### src/rtl/ysyx_22050243_lsu.sv
// Load/store unit: turns one EXU load/store into an aligned 64-bit data-memory access.
// Optional misaligned-access trap enabled by defining YSYX_22050243_LSU_MISALIGN_TRAP_EN.
module ysyx_22050243_lsu #(
    parameter int ADDR_W = 64,
    parameter int DATA_W = 64
) (
    input  logic              clk,
    input  logic              rst_n,
    input  logic              req_valid,
    output logic              req_ready,
    input  logic              req_wen,
    input  logic [2:0]        req_funct3,
    input  logic [ADDR_W-1:0] req_addr,
    input  logic [DATA_W-1:0] req_wdata,
    output logic              mem_valid,
    input  logic              mem_ready,
    output logic              mem_wen,
    output logic [7:0]        mem_wmask,
    output logic [ADDR_W-1:0] mem_addr,
    output logic [DATA_W-1:0] mem_wdata,
    input  logic              mem_rvalid,
    input  logic [DATA_W-1:0] mem_rdata,
    output logic              resp_valid,
    input  logic              resp_ready,
    output logic [DATA_W-1:0] resp_rdata,
    output logic              resp_err
);

    typedef enum logic [1:0] {IDLE, REQ, WAIT, RESP} state_t;

    state_t            state, state_nxt;
    logic              wen_q;
    logic [2:0]        f3_q;
    logic [ADDR_W-1:0] addr_q;
    logic [DATA_W-1:0] wdata_q;
    logic              trap_in;

    logic [2:0]        off;
    logic [5:0]        sh_amt;
    logic [7:0]        size_mask;
    logic [DATA_W-1:0] sh;
    logic [DATA_W-1:0] ld_data;

    assign off    = addr_q[2:0];
    assign sh_amt = {off, 3'b000};
    assign sh     = mem_rdata >> sh_amt;

`ifdef YSYX_22050243_LSU_MISALIGN_TRAP_EN
    logic err_q;
    // Misaligned when the offset is not a multiple of the access size.
    always_comb begin
        trap_in = 1'b0;
        case (req_funct3[1:0])
            2'd0: trap_in = 1'b0;
            2'd1: trap_in = req_addr[0];
            2'd2: trap_in = |req_addr[1:0];
            2'd3: trap_in = |req_addr[2:0];
            default: trap_in = 1'b0;
        endcase
    end
    assign resp_err = err_q;
`else
    assign trap_in  = 1'b0;
    assign resp_err = 1'b0;
`endif

    always_comb begin
        size_mask = 8'h01;
        case (f3_q[1:0])
            2'd0: size_mask = 8'h01;
            2'd1: size_mask = 8'h03;
            2'd2: size_mask = 8'h0F;
            2'd3: size_mask = 8'hFF;
            default: size_mask = 8'h01;
        endcase
    end

    always_comb begin
        ld_data = sh;
        case (f3_q)
            3'b000: ld_data = {{56{sh[7]}}, sh[7:0]};
            3'b001: ld_data = {{48{sh[15]}}, sh[15:0]};
            3'b010: ld_data = {{32{sh[31]}}, sh[31:0]};
            3'b100: ld_data = {56'd0, sh[7:0]};
            3'b101: ld_data = {48'd0, sh[15:0]};
            3'b110: ld_data = {32'd0, sh[31:0]};
            default: ld_data = sh;
        endcase
    end

    always_ff @(posedge clk or negedge rst_n) begin
        if (!rst_n) state <= IDLE;
        else        state <= state_nxt;
    end

    always_comb begin
        state_nxt  = state;
        req_ready  = 1'b0;
        mem_valid  = 1'b0;
        mem_wen    = 1'b0;
        mem_wmask  = 8'h00;
        mem_addr   = '0;
        mem_wdata  = '0;
        resp_valid = 1'b0;
        case (state)
            IDLE: begin
                req_ready = 1'b1;
                if (req_valid) state_nxt = trap_in ? RESP : REQ;
            end
            REQ: begin
                // All mem_* derive from captured registers, so they hold while stalled.
                mem_valid = 1'b1;
                mem_wen   = wen_q;
                mem_addr  = {addr_q[ADDR_W-1:3], 3'b000};
                if (wen_q) begin
                    mem_wmask = size_mask << off;
                    mem_wdata = wdata_q << sh_amt;
                end
                if (mem_ready) state_nxt = wen_q ? RESP : WAIT;
            end
            WAIT: begin
                if (mem_rvalid) state_nxt = RESP;
            end
            RESP: begin
                resp_valid = 1'b1;
                if (resp_ready) state_nxt = IDLE;
            end
            default: state_nxt = IDLE;
        endcase
    end

    always_ff @(posedge clk or negedge rst_n) begin
        if (!rst_n) begin
            wen_q      <= 1'b0;
            f3_q       <= 3'd0;
            addr_q     <= '0;
            wdata_q    <= '0;
            resp_rdata <= '0;
`ifdef YSYX_22050243_LSU_MISALIGN_TRAP_EN
            err_q      <= 1'b0;
`endif
        end else begin
            if (state == IDLE && req_valid) begin
                wen_q      <= req_wen;
                f3_q       <= req_funct3;
                addr_q     <= req_addr;
                wdata_q    <= req_wdata;
                resp_rdata <= '0;
`ifdef YSYX_22050243_LSU_MISALIGN_TRAP_EN
                err_q      <= trap_in;
`endif
            end
            if (state == WAIT && mem_rvalid) resp_rdata <= ld_data;
`ifdef YSYX_22050243_LSU_MISALIGN_TRAP_EN
            if (state == RESP && resp_ready) err_q <= 1'b0;
`endif
        end
    end

endmodule

### config.mk
export PLATFORM = sky130hd
export DESIGN_NAME = ysyx_22050243_lsu
export DESIGN_NICKNAME = d
export VERILOG_FILES = /design/src/rtl/ysyx_22050243_lsu.sv
export SDC_FILE = /design/constraint.sdc
export NUM_CORES = 1
export LEC_CHECK = 0
export CORE_MARGIN = 4
export CORE_UTILIZATION = 46
export DETAILED_ROUTE_END_ITERATION = 7
export PLACE_DENSITY = 0.82
export SETUP_SLACK_MARGIN = 0.15
export SLEW_MARGIN = 5
export SYNTH_ARGS = -nofsm -noshare
export SYNTH_HDL_FRONTEND = slang
export SYNTH_SLANG_ARGS = --single-unit
### constraint.sdc
create_clock -name clk -period 3.37 [get_ports clk]
set_clock_uncertainty 0.15 [all_clocks]
set_input_delay 1.011 -clock clk [delete_from_list [all_inputs] [get_ports clk]]
set_output_delay 1.011 -clock clk [all_outputs]
set_load 0.005 [all_outputs]
Word-level counts from Yosys, hierarchy flattened:

Cells that the tools add are included.

* register bits after elaboration: 198
* bits of input ports: 202
* output and inout bits: 205

* equality and inequality tests: 15
* shifts and indexed selects: 3
* muxes and demuxes: 19
* reductions and logical operators: 7

Operators by type and width (count)
* 64-bit one-hot mux with 6 select lines: 1
* 64-bit 2-to-1 mux: 5
* 64-bit by 6-bit << shifter with 64-bit output: 1
* 64-bit by 6-bit >> shifter with 64-bit output: 1
* 8-bit one-hot mux with 4 select lines: 1
* 8-bit 2-to-1 mux: 2
* 3-bit == test (second input constant): 3
* 2-bit == test (second input constant): 4
* 2-bit 2-to-1 mux: 4
* 2-bit != test (second input constant): 4
* 2-bit one-hot mux with 4 select lines: 1
* 8-bit by 3-bit << shifter with 8-bit output: 1
* 1-bit 2-to-1 mux: 5
* 2-bit by 1-bit == test with 1-bit output (second input constant): 2
* 2-bit logical NOT: 2
* 4-bit AND reduction: 1
* 3-bit by 1-bit == test with 1-bit output (second input constant): 1
* 3-bit by 2-bit == test with 1-bit output (second input constant): 1
* 3-bit logical NOT: 1
* 1-bit logical AND: 2
* 2-bit nonzero test: 1

Logic depth before layout (Yosys ltp):

* depth in word-level cells: 5
* depth in mapped cells: 9
* gate-level depth less buffers: 7

Worst setup path before layout:

No wires, ideal clock.

* path kind: register to output
* start: register addr_q[1]
* end: output mem_wdata[32]
* data arrival time: 1.857 ns
* required time: 2.209 ns
* slack: 0.352 ns
* stages on the path, launching flop included: 8
* buffers on the path: 2
* path through: dfrtp_1 > inv_1 > buf_2 > buf_2 > nand2_1 > nor3_1 > nand2_1 > o21ai_0

* word-level cells in the longest chain between the ends: 3

Ends and longest elaborated chain
* from (decl): RTL line 34 `logic [ADDR_W-1:0] addr_q;`
* from (signal assigned): RTL line 146 `addr_q <= req_addr;`
* 64-bit by 6-bit << shifter with 64-bit output: RTL line 117 `mem_wdata = wdata_q << sh_amt;`
* 64-bit 2-to-1 mux: RTL line 115 `if (wen_q) begin`
* 64-bit 2-to-1 mux: RTL line 105 `case (state)`
* to (decl): RTL line 20 `output logic [DATA_W-1:0] mem_wdata,`

Every way passes these cells.

Final worst setup path:

* start: register addr_q[0]
* end: output mem_wdata[22]

The elaborated chain is that of the path after synthesis.

==> key figures <==
Status
  – Status: finished, violations left
  – Failing checks: negative setup slack

Floorplan
  – Die Wd: between 150 and 200 um
  – Initial Util: between 40% and 50%
  – IO Count: just over 400
  – Cell Rows: 57
  – Core ar.: roughly 24000 um^2
  – Die Y: 166 um
  – Die area: 27500 um^2

Route
  – Starting DRT DRC Count: ~960
  – Avg WL per Cell: between 20 and 25 um
  – Final ANT Viol Nets: 0
  – Vias: between 10000 and 15000
  – Vias per cell: roughly 5.8
  – Drc violations: 0
  – Final WL: about 45000 um
  – Pre-antenna DRT Iters: 5

Global route
  – Initial antenna violation count: 7
  – Vias in the first global route: approximately 11000
  – Tot GR Track Use: a little under a third
  – Largest net degree at the start of global routing: between 70 and 80
  – First-pass GRT wire length: around 67000 um
  – Grt total ovfl: 0

Clock tree
  – CTS root buf: clkbuf_16
  – Clk pin slew, worst setup/hold paths: ~0.08 ns
  – Worst-Skew Late Latency: around 0.43 ns
  – Clk sink count: about 200
  – CTS buffer count: 17
  – # hold bufs at CTS: 0
  – H-Tree Depth: 4
  – Clk buf depth: 2
  – CTS tree: built

Power
  – Static Leak: 8.24 nW
  – Total power: approximately 17 mW
  – VDD IR-drop max: 514 uV
  – Cell Pwr Density: approximately 940 nW/um^2

Critical path
  – CP cell instances: buf_6 > buf_6 > nor2b_4 > buf_12 > buf_4 > buf_6 > nand2_1 > o21ai_1 > nor2b_4 > clkdlybuf4s15_2
  – CP endpoint kind: output pin
  – Critical path arrival: between 2 and 2.5 ns
  – Crit Reg-Reg Endpoint: resp_rdata[55]
  – Worst flop-to-flop path startpoint: addr_q[0]
  – CP Launch Type: flip-flop
  – Cell mode on critical path: buf_6
  – R2r setup slk: around 0.27 ns
  – Critical Path RT: 2.21 ns
  – Critical-path maximum fanout: 4
  – Worst Reg2Reg Path Length in Cells: 11
  – CP peak stage delay: 0.52 ns
  – Worst Path Class, Setup: flip-flop to output pin
  – Critical-path top delay cell: dfrtp_4

Timing
  – Fmax: roughly 0.29 GHz
  – Fin. max-slew vios: 0
  – Fraction of the cycle the final worst path needs: 103%
  – Final worst slack: -0.0998 ns
  – Setup violators final: 13
  – Worst Max-Slew Pin Slew: 0.765 ns
  – Unrepaired setup endpoints after global routing: yes
  – Worst rel slew slack: between 40% and 50%
  – Min Tclk post-route: roughly 3.5 ns
  – Final Hold Viols: 0

Placement
  – Placer Congestion: 0.968
  – Placed cell count: between 1500 and 2000
  – Post-DP HPWL: ~32000 um
  – I/O Buffers: about 400
  – Placed standard-cell area: approximately 16000 um^2

Yosys
  – Post-Synth Adder-Cell Area: less than 1%
  – Synth Area in XOR/XNOR: 0%
  – Sequential share of the synthesized area: approximately 43%
  – Post-synthesis compound-gate area fraction: approximately 11%
  – Largest family of logic cells by synthesized area: multiplexers
  – Post-synth cell types: 42
  – Synth warnings: 0
  – Mux contribution to synthesized area: 28.6%
  – Number of enable flip-flop cells after synthesis: 0
  – Main synth FF type: dfrtp_1
  – Netlist Area Pre-Place: around 11000 um^2
  – Register bit count reported by yosys: 198
  – Synthesized instance count: 1113
  – Synth Area in Simple Gates: a little over an eighth
  – Avg Cell Area, Syn: around 10 um^2
  – Share of synthesized registers carrying an async set or reset: between 90% and 100%

Hold path
  – Hold EP: resp_rdata[14]
  – Min-Delay Path Class: flip-flop to flip-flop
  – Hold Path Cell Cnt: 2
  – Worst Min Path Start: resp_rdata[14]

Layout
  – Layout Cells excl Fill: between 1500 and 2000
  – Share of post-route cells with drive strength above 1: slightly below 30%
  – Layout area overhead: 54.6%
  – Final Cell Area: 17700 um^2
  – Register area: 4960 um^2
  – Filler Cell Count: between 1500 and 2000
  – Nets: roughly 1800
  – Layout Utilization: between 70 and 80%
  – Multi-input logic area: 6450 um^2

Run
  – Max cap viols: 0
[repair_timing]
action	4_1_cts	5_1_grt
setup buffers	43	13
pin swaps	27	19
cloned	6	5
endpoints found under the hold margin	0	0
setup endpoints to repair	170	146
gates resized for setup	290	95
[report_power, final]
group	switching (mW)	internal, mW
logic	4.81	5.46
clock network	1.03	0.985
registers	0.920	3.44
[cells in the mapped netlist (2+ instances only)]
cell	instances	share of area [%]
a211oi_1	8	0.52
clkbuf_1	53	1.7
o31ai_1	2	0.13
ha_1	4	0.44
and3_1	2	0.11
mux2i_1	104	9.1
nor2b_1	18	0.98
o22ai_1	16	0.87
inv_1	9	0.30
o22a_1	8	0.61
buf_1	13	0.43
nand2_1	134	4.4
mux4_2	15	3.0
or3_1	2	0.11
dfrtp_1	198	43
o21ai_2	10	0.77
buf_2	14	0.61
nor2_1	97	3.2
nand3_1	2	0.087
a22oi_1	10	0.66
nor3_1	2	0.087
a2bb2oi_1	15	1.1
buf_6	4	0.39
a32oi_1	7	0.54
mux2_2	168	17
o21ai_0	78	3.4
buf_4	7	0.46
and2_1	70	3.8
a21oi_1	30	1.3
[flip-flops by register name, summed over array words and instances (netlist names)]
signal	cells
wdata_q	64
f3_q	3
addr_q	64
resp_rdata	64
wen_q	1
state	2
[kinds of logic (layout without fill, tap and decap cells)]
kind of cell / count (synthesis) / count (layout)
AND/OR/NAND/NOR: 330 / 331
multiplexers: 287 / 287
flip-flops: 198 / 198
AO/OA/AOI/OAI: 192 / 192
buffers and inverters: 101 / 567
adder cells (fa/ha/maj): 4 / 4
other: 1 / 8
[placed cells by master, fill, tap and decap left out, types with 7 or more instances in the layout]
cell type / n
a211oi_1: 7
a21oi_1: 21
a21oi_2: 8
a22oi_1: 10
a2bb2oi_1: 15
a32oi_1: 7
and2_1: 70
buf_12: 18
buf_2: 29
buf_4: 75
buf_6: 19
clkbuf_16: 21
clkbuf_2: 9
clkdlybuf4s50_1: 302
dfrtp_1: 194
dlygate4sd2_1: 31
dlymetal6s2s_1: 21
mux2_2: 162
mux2i_1: 93
mux4_2: 15
nand2_1: 128
nor2_1: 86
nor2_4: 7
nor2b_1: 7
nor2b_4: 7
o21ai_0: 58
o21ai_1: 12
o21ai_2: 19
o22a_1: 8
o22ai_1: 16
[stage by stage]
stage | setup TNS [ns] | hold WS [ns] | worst slack, ns
4_1_cts | -0.396 | 0.337 | -0.0994
5_1_grt | -2.57 | 0.356 | -0.196
3_3_place_gp | 0 | 0.314 | 0.102
2_1_floorplan | 0 | 0.321 | 0.352
3_5_place_dp | 0 | 0.319 | 0.0477
6_report | -0.455 | 0.333 | -0.0998
[cell type report]
type	count	share of cell area (%)
diodes	4	0.0565
clock buffers	18	2.42
clock inverters	14	0.777
inverters	10	0.233
multi-input cells	818	36.4
flip-flops and latches	198	28.0
well taps	324	2.29
repair buffers	525	29.8
[critical path: cells and delay by family (launching register included)]
kind	cells	cell delay (ns)
compound gates	1	0.14
buf+inv	6	0.81
flops	1	0.52
simple gates	3	0.40
[per-layer routing]
metal,global-route usage (%),wire (um)
met1,38.8,17400
met2,49.6,21500
met3,7.24,3690
met4,15.3,2360
met5,0,44
[worst max-delay path by stage]
stage                        from             end  cells past startpoint
floorplan               addr_q[1]   mem_wdata[32]                      7
global placement    mem_rdata[55]  resp_rdata[51]                      7
detailed placement      addr_q[0]  resp_rdata[56]                      8
CTS                     addr_q[0]   mem_wdata[60]                      9
global route            addr_q[0]   mem_wdata[53]                     11
finish                  addr_q[0]   mem_wdata[22]                     10
Power figures use the tool's default switching activity.
==> variant 1: new RTL, config.mk and constraints unchanged <==
Re-encode `state_t` (4 states) as one-hot, 4 bits wide.
--- a/src/rtl/ysyx_22050243_lsu.sv
+++ b/src/rtl/ysyx_22050243_lsu.sv
@@ -26,7 +26,7 @@
     output logic              resp_err
 );
 
-    typedef enum logic [1:0] {IDLE, REQ, WAIT, RESP} state_t;
+    typedef enum logic [3:0] {IDLE = 4'b0001, REQ = 4'b0010, WAIT = 4'b0100, RESP = 4'b1000} state_t;
 
     state_t            state, state_nxt;
     logic              wen_q;
Function: no difference found for any inputs over 4 cycles, from zero or initial values and one cycle with rst_n low; so few cycles prove little.
==> variant 1 against the original RTL <==
  * The run still ends with negative setup slack left
  * Routed wire length increased by 13%
  * Sequential cell count is 2 higher
  * Setup slack worse by 0.19 ns
  * Power rose by 2.5%
  * Non-clock buffer count up 18
  * Cell area up 6.0%
  * Fmax fell by 5.3%
  * Core utilization up 1.5 points
  * Synthesized area grew 4.3%
  * Critical endpoint is now mem_wdata[14]
  * Highest routed layer unchanged
==> variant 1: results (changes against the original RTL) <==
| Metric | Value |
|---|---|
| Layout cells sized above 1 | `33.3% (was 29.4%)` |
| Yosys cell types | `54 (was 42)` |
| Final Setup Violations | `35 (was 13)` |
| Hold Crit Class | `in -> async (was reg -> reg)` |
| Largest net degree at the start of global routing | `88 (was 75)` |
| Setup_tns | `-3.24 ns (was -0.455 ns)` |
| Slowest cell delay on critical path | `0.40 ns (was 0.52 ns)` |
| Antenna violations before repair | `10 (was 7)` |
| Placed insts | `1811 (was 1808)` |
| LEAKAGE | `0.00920 µW (was 0.00824 µW)` |
| HPWL Detailed | `32.4 mm (was 31.6 mm)` |
| Mux share of post-synthesis cell area | `24.6% (was 28.6%)` |
| WHS | `0.304 ns (was 0.333 ns)` |
| PnR worst setup slack | `-0.294 ns (was -0.0998 ns)` |
| Pre-antenna DRT Iters | `6 (was 5)` |
| Status | `finished with violations (unchanged)` |
| Register area share after synthesis | `41.9% (was 43.3%)` |
| Worst R2R Path Depth | `20 (was 11)` |
| Post-Synth Adder-Cell Area | `0% (was 0.437%)` |
| Compound-Gate Fraction of Synth Area | `13.1% (was 10.7%)` |
| Failing checks | `negative setup slack (unchanged)` |
| Reg-to-Reg Start | `state[3]$_DFFE_PN0P_ (was addr_q[0]$_DFFE_PN0P_)` |
| Worst Path Max Fanout | `5 (was 4)` |
| Clock Power | `2250 µW (was 2020 µW)` |
| Slowest CP cell | `dfrtp_1 (was dfrtp_4)` |
| Met1 Wirelength | `17.2 mm (was 17.4 mm)` |
| Setup crit end | `mem_wdata[14] (was mem_wdata[22])` |
| Relative slew margins | `55.0% (was 48.6%)` |
| Nets | `1789 (was 1776)` |
| R2r setup slk | `0.20 ns (was 0.27 ns)` |
| Grt met3 use | `8.52% (was 7.24%)` |
| Total track usage | `31.5% (was 30.7%)` |
| Synth top area cells | `dfrtp_1 (42%), mux2_2 (14%), mux2i_1 (6.4%), mux4_2 (4.2%), and2_1 (4.1%) (was dfrtp_1 (43%), mux2_2 (17%), mux2i_1 (9.1%), nand2_1 (4.4%), and2_1 (3.8%))` |
| Top post-synthesis cells by count | `dfrtp_1 (199), mux2_2 (149), nand2_1 (115) (was dfrtp_1 (198), mux2_2 (168), nand2_1 (134))` |
| Syn_area_per_cell | `10.6 µm² (was 10.3 µm²)` |
| Met2 WL | `24.8 mm (was 21.5 mm)` |
| PD cells | `910 nW/µm² (was 941 nW/µm²)` |
| Worst EP arrival | `2.50 ns (was 2.31 ns)` |
[variant 1: cell count changes in the layout (fill, tap and decap cells not counted), sizes merged, moves of 16 or more]
cell,change
clkdlybuf4s50,-37
dlygate4sd2,-29
dlymetal6s2s,+45
nand2,-19
nor2b,+16
mux2,-19
buf,+45
mux2i,-28
o21ai,-49
a22o,+42
[variant 1: layout make-up]
class	count	area, µm²
Fill cell	1603	6570
Antenna cell	6	15.0
Inverter	6	25.0
Timing Repair Buffer	543	5630
Clock buffer	17	425
Multi-Input combinational cell	819	7010
Tap cell	330	413
Clock inverter	15	221
Sequential cell	200	5010
[variant 1: worst min-delay path by stage]
stage,endpoint,cells after the start
6_report,resp_rdata[61]$_DFFE_PN0P_,1
5_1_grt,resp_rdata[61]$_DFFE_PN0P_,1
4_1_cts,resp_rdata[61]$_DFFE_PN0P_,1
3_5_place_dp,resp_rdata[7]$_DFFE_PN0P_,1
3_3_place_gp,resp_rdata[4]$_DFFE_PN0P_,2
2_1_floorplan,addr_q[10]$_DFFE_PN0P_,1
[variant 1: cell families (layout without fill, tap and decap cells)]
family                 count (synthesis)  in the layout
other                                  1             10
AO/OA/AOI/OAI                        209            209
multiplexers                         247            247
buffers and inverters                106            581
flip-flops                           200            200
AND/OR/NAND/NOR                      359            359
[variant 1: critical path, delay by kind of cell, from the launching register on]
family | cells | cell delay, ns
buffers and inverters | 5 | 0.85
DFF | 1 | 0.40
and+or+nand+nor | 4 | 0.79
[variant 1: repair_timing]
action                     in CTS  in global routing
pin swaps                      50                 47
setup endpoints to repair     135                136
gates resized for setup       382                201
cloned                          8                  6
hold endpoints to repair        0                  0
buffers inserted               53                 20
==> variant 2: new RTL, same settings <==
Without the edit above. Change the parameter `ADDR_W` from 64 to 32.
--- a/src/rtl/ysyx_22050243_lsu.sv
+++ b/src/rtl/ysyx_22050243_lsu.sv
@@ -1,7 +1,7 @@
 // Load/store unit: turns one EXU load/store into an aligned 64-bit data-memory access.
 // Optional misaligned-access trap enabled by defining YSYX_22050243_LSU_MISALIGN_TRAP_EN.
 module ysyx_22050243_lsu #(
-    parameter int ADDR_W = 64,
+    parameter int ADDR_W = 32,
     parameter int DATA_W = 64
 ) (
     input  logic              clk,
Ports: changed (resized mem_addr and req_addr); port bits go from 407 to 343. No check against the original RTL was run, so the function may have changed too.
==> variant 2 against the original RTL <==
  * Clock power up 5%
  * Cell area down 13%
  * Setup slack better by 0.020 ns
  * Combinational power down 8%
  * Synthesized area down 12%
  * Final cell count down 13%
  * Power down 7.8%
  * Critical endpoint is now mem_wdata[52]
  * Die area down 12%
  * Routed wire length down 7.9%
  * Sequential cell count down 32
  * The flow still finishes with violations (negative setup slack)
  * Global-route usage up 1.1 points
  * Worst hold slack worse by 0.0023 ns
==> variant 2: results (changes against the original RTL) <==
| Metric | Value |
|---|---|
| N_diodes | `0 (was 4)` |
| Final Setup Violations | `2 (was 13)` |
| Total track usage | `31.8% (was 30.7%)` |
| Regs by FF count | `resp_rdata x64, wdata_q x64, addr_q x32 (was addr_q x64, resp_rdata x64, wdata_q x64)` |
| Synth top area cells | `dfrtp_1 (41%), mux2_2 (15%), mux2i_1 (10%), nand2_1 (5.0%), o21ai_0 (3.9%) (was dfrtp_1 (43%), mux2_2 (17%), mux2i_1 (9.1%), nand2_1 (4.4%), and2_1 (3.8%))` |
| Status | `finished with violations (unchanged)` |
| Largest net degree at the start of global routing | `68 (was 75)` |
| WHS | `0.331 ns (was 0.333 ns)` |
| HPWL Detailed | `27.8 mm (was 31.6 mm)` |
| Register area share after synthesis | `41.3% (was 43.3%)` |
| Vias per inst | `5.96 (was 5.78)` |
| Failing checks | `negative setup slack (unchanged)` |
| Top post-synthesis cells by count | `dfrtp_1 (166), mux2_2 (136), nand2_1 (134) (was dfrtp_1 (198), mux2_2 (168), nand2_1 (134))` |
| Slowest cell delay on critical path | `0.55 ns (was 0.52 ns)` |
| GP Congestion | `0.948 (was 0.968)` |
| Antenna violations before repair | `0 (was 7)` |
| Worst Path Max Fanout | `8 (was 4)` |
| PnR worst setup slack | `-0.0800 ns (was -0.0998 ns)` |
| Pre-antenna DRT Iters | `6 (was 5)` |
| DRT Wirelength | `41.4 mm (was 45.0 mm)` |
| Worst EP arrival | `2.29 ns (was 2.31 ns)` |
| Syn_area_per_cell | `9.96 µm² (was 10.3 µm²)` |
| LEAKAGE | `0.00691 µW (was 0.00824 µW)` |
| Vias in the first global route | `10100 (was 11000)` |
| Max IR drop VDD | `0.565 mV (was 0.514 mV)` |
-- variant 2: what timing repair did --
action | 4_1_cts | 5_1_grt
gates resized for setup | 333 | 107
cloned | 6 | 0
setup endpoints to repair | 72 | 85
pin swaps | 31 | 29
buffers inserted | 37 | 7
-- variant 2: cell families (layout without fill, tap and decap cells) --
group,after synthesis,count (layout),share of synthesized area [%]
adder cells (fa/ha/maj),4,4,0.498
AND/OR/NAND/NOR,298,298,12.8
buffers and inverters,94,477,4.22
AO/OA/AOI/OAI,192,192,12.2
multiplexers,255,255,28.9
other,1,4,0.0373
flip-flops,166,166,41.3
-- variant 2: area by class of cell --
type | count | area [µm²]
clock buffers | 17 | 425
well taps | 275 | 344
inverters | 10 | 37.5
multi-input cells | 753 | 6110
fillers | 1458 | 5860
flip-flops and latches | 166 | 4160
repair buffers | 435 | 4140
clock inverters | 15 | 214
-- variant 2: routing by layer --
metal  vias to the layer above  track usage, %  wire length (µm)
met5                         -               0                 0
met4                         0            16.5              2480
met3                       160            7.74              4010
met2                       654            55.3             20700
met1                      4849            36.3             14200
li1                       4304               -                 -
-- variant 2: through the flow --
step | instance area [µm²] | setup TNS (ns) | setup slack [ns]
floorplan | 10100 | 0 | 0.352
global placement | 13900 | 0 | 0.117
detailed placement | 13900 | 0 | 0.0746
CTS | 15100 | -0.0147 | -0.0100
global route | 15400 | -0.505 | -0.170
finish | 15400 | -0.0828 | -0.0800
-- variant 2: power by group --
part,total [µW],leakage [µW],switching [µW],internal [µW]
registers,3730,0.00205,878,2860
clock network,2120,0.000308,976,1140
logic,9500,0.00455,4720,4780
total,15400,0.00691,6570,8780
-- variant 2: worst paths after layout --
path | start | end | cells after the start
setup / recovery | addr_q[0]$_DFFE_PN0P_ | mem_wdata[52] | 9
hold / removal | resp_rdata[41]$_DFFE_PN0P_ | resp_rdata[41]$_DFFE_PN0P_ | 2
setup reg to reg | addr_q[0]$_DFFE_PN0P_ | resp_rdata[30]$_DFFE_PN0P_ | 10
hold reg to reg | resp_rdata[41]$_DFFE_PN0P_ | resp_rdata[41]$_DFFE_PN0P_ | 2
max in group asynchronous | rst_n | addr_q[26]$_DFFE_PN0P_ | 2
min in group asynchronous | rst_n | resp_rdata[19]$_DFFE_PN0P_ | 1
-- variant 2: critical path: cells and delay by family, from the launching register on --
kind                   cells  cell delay [ns]
muxes                      2             0.23
and+or+nand+nor            1             0.13
buffers and inverters      5             0.69
AOI/OAI and AO/OA          1             0.24
DFF                        1             0.55
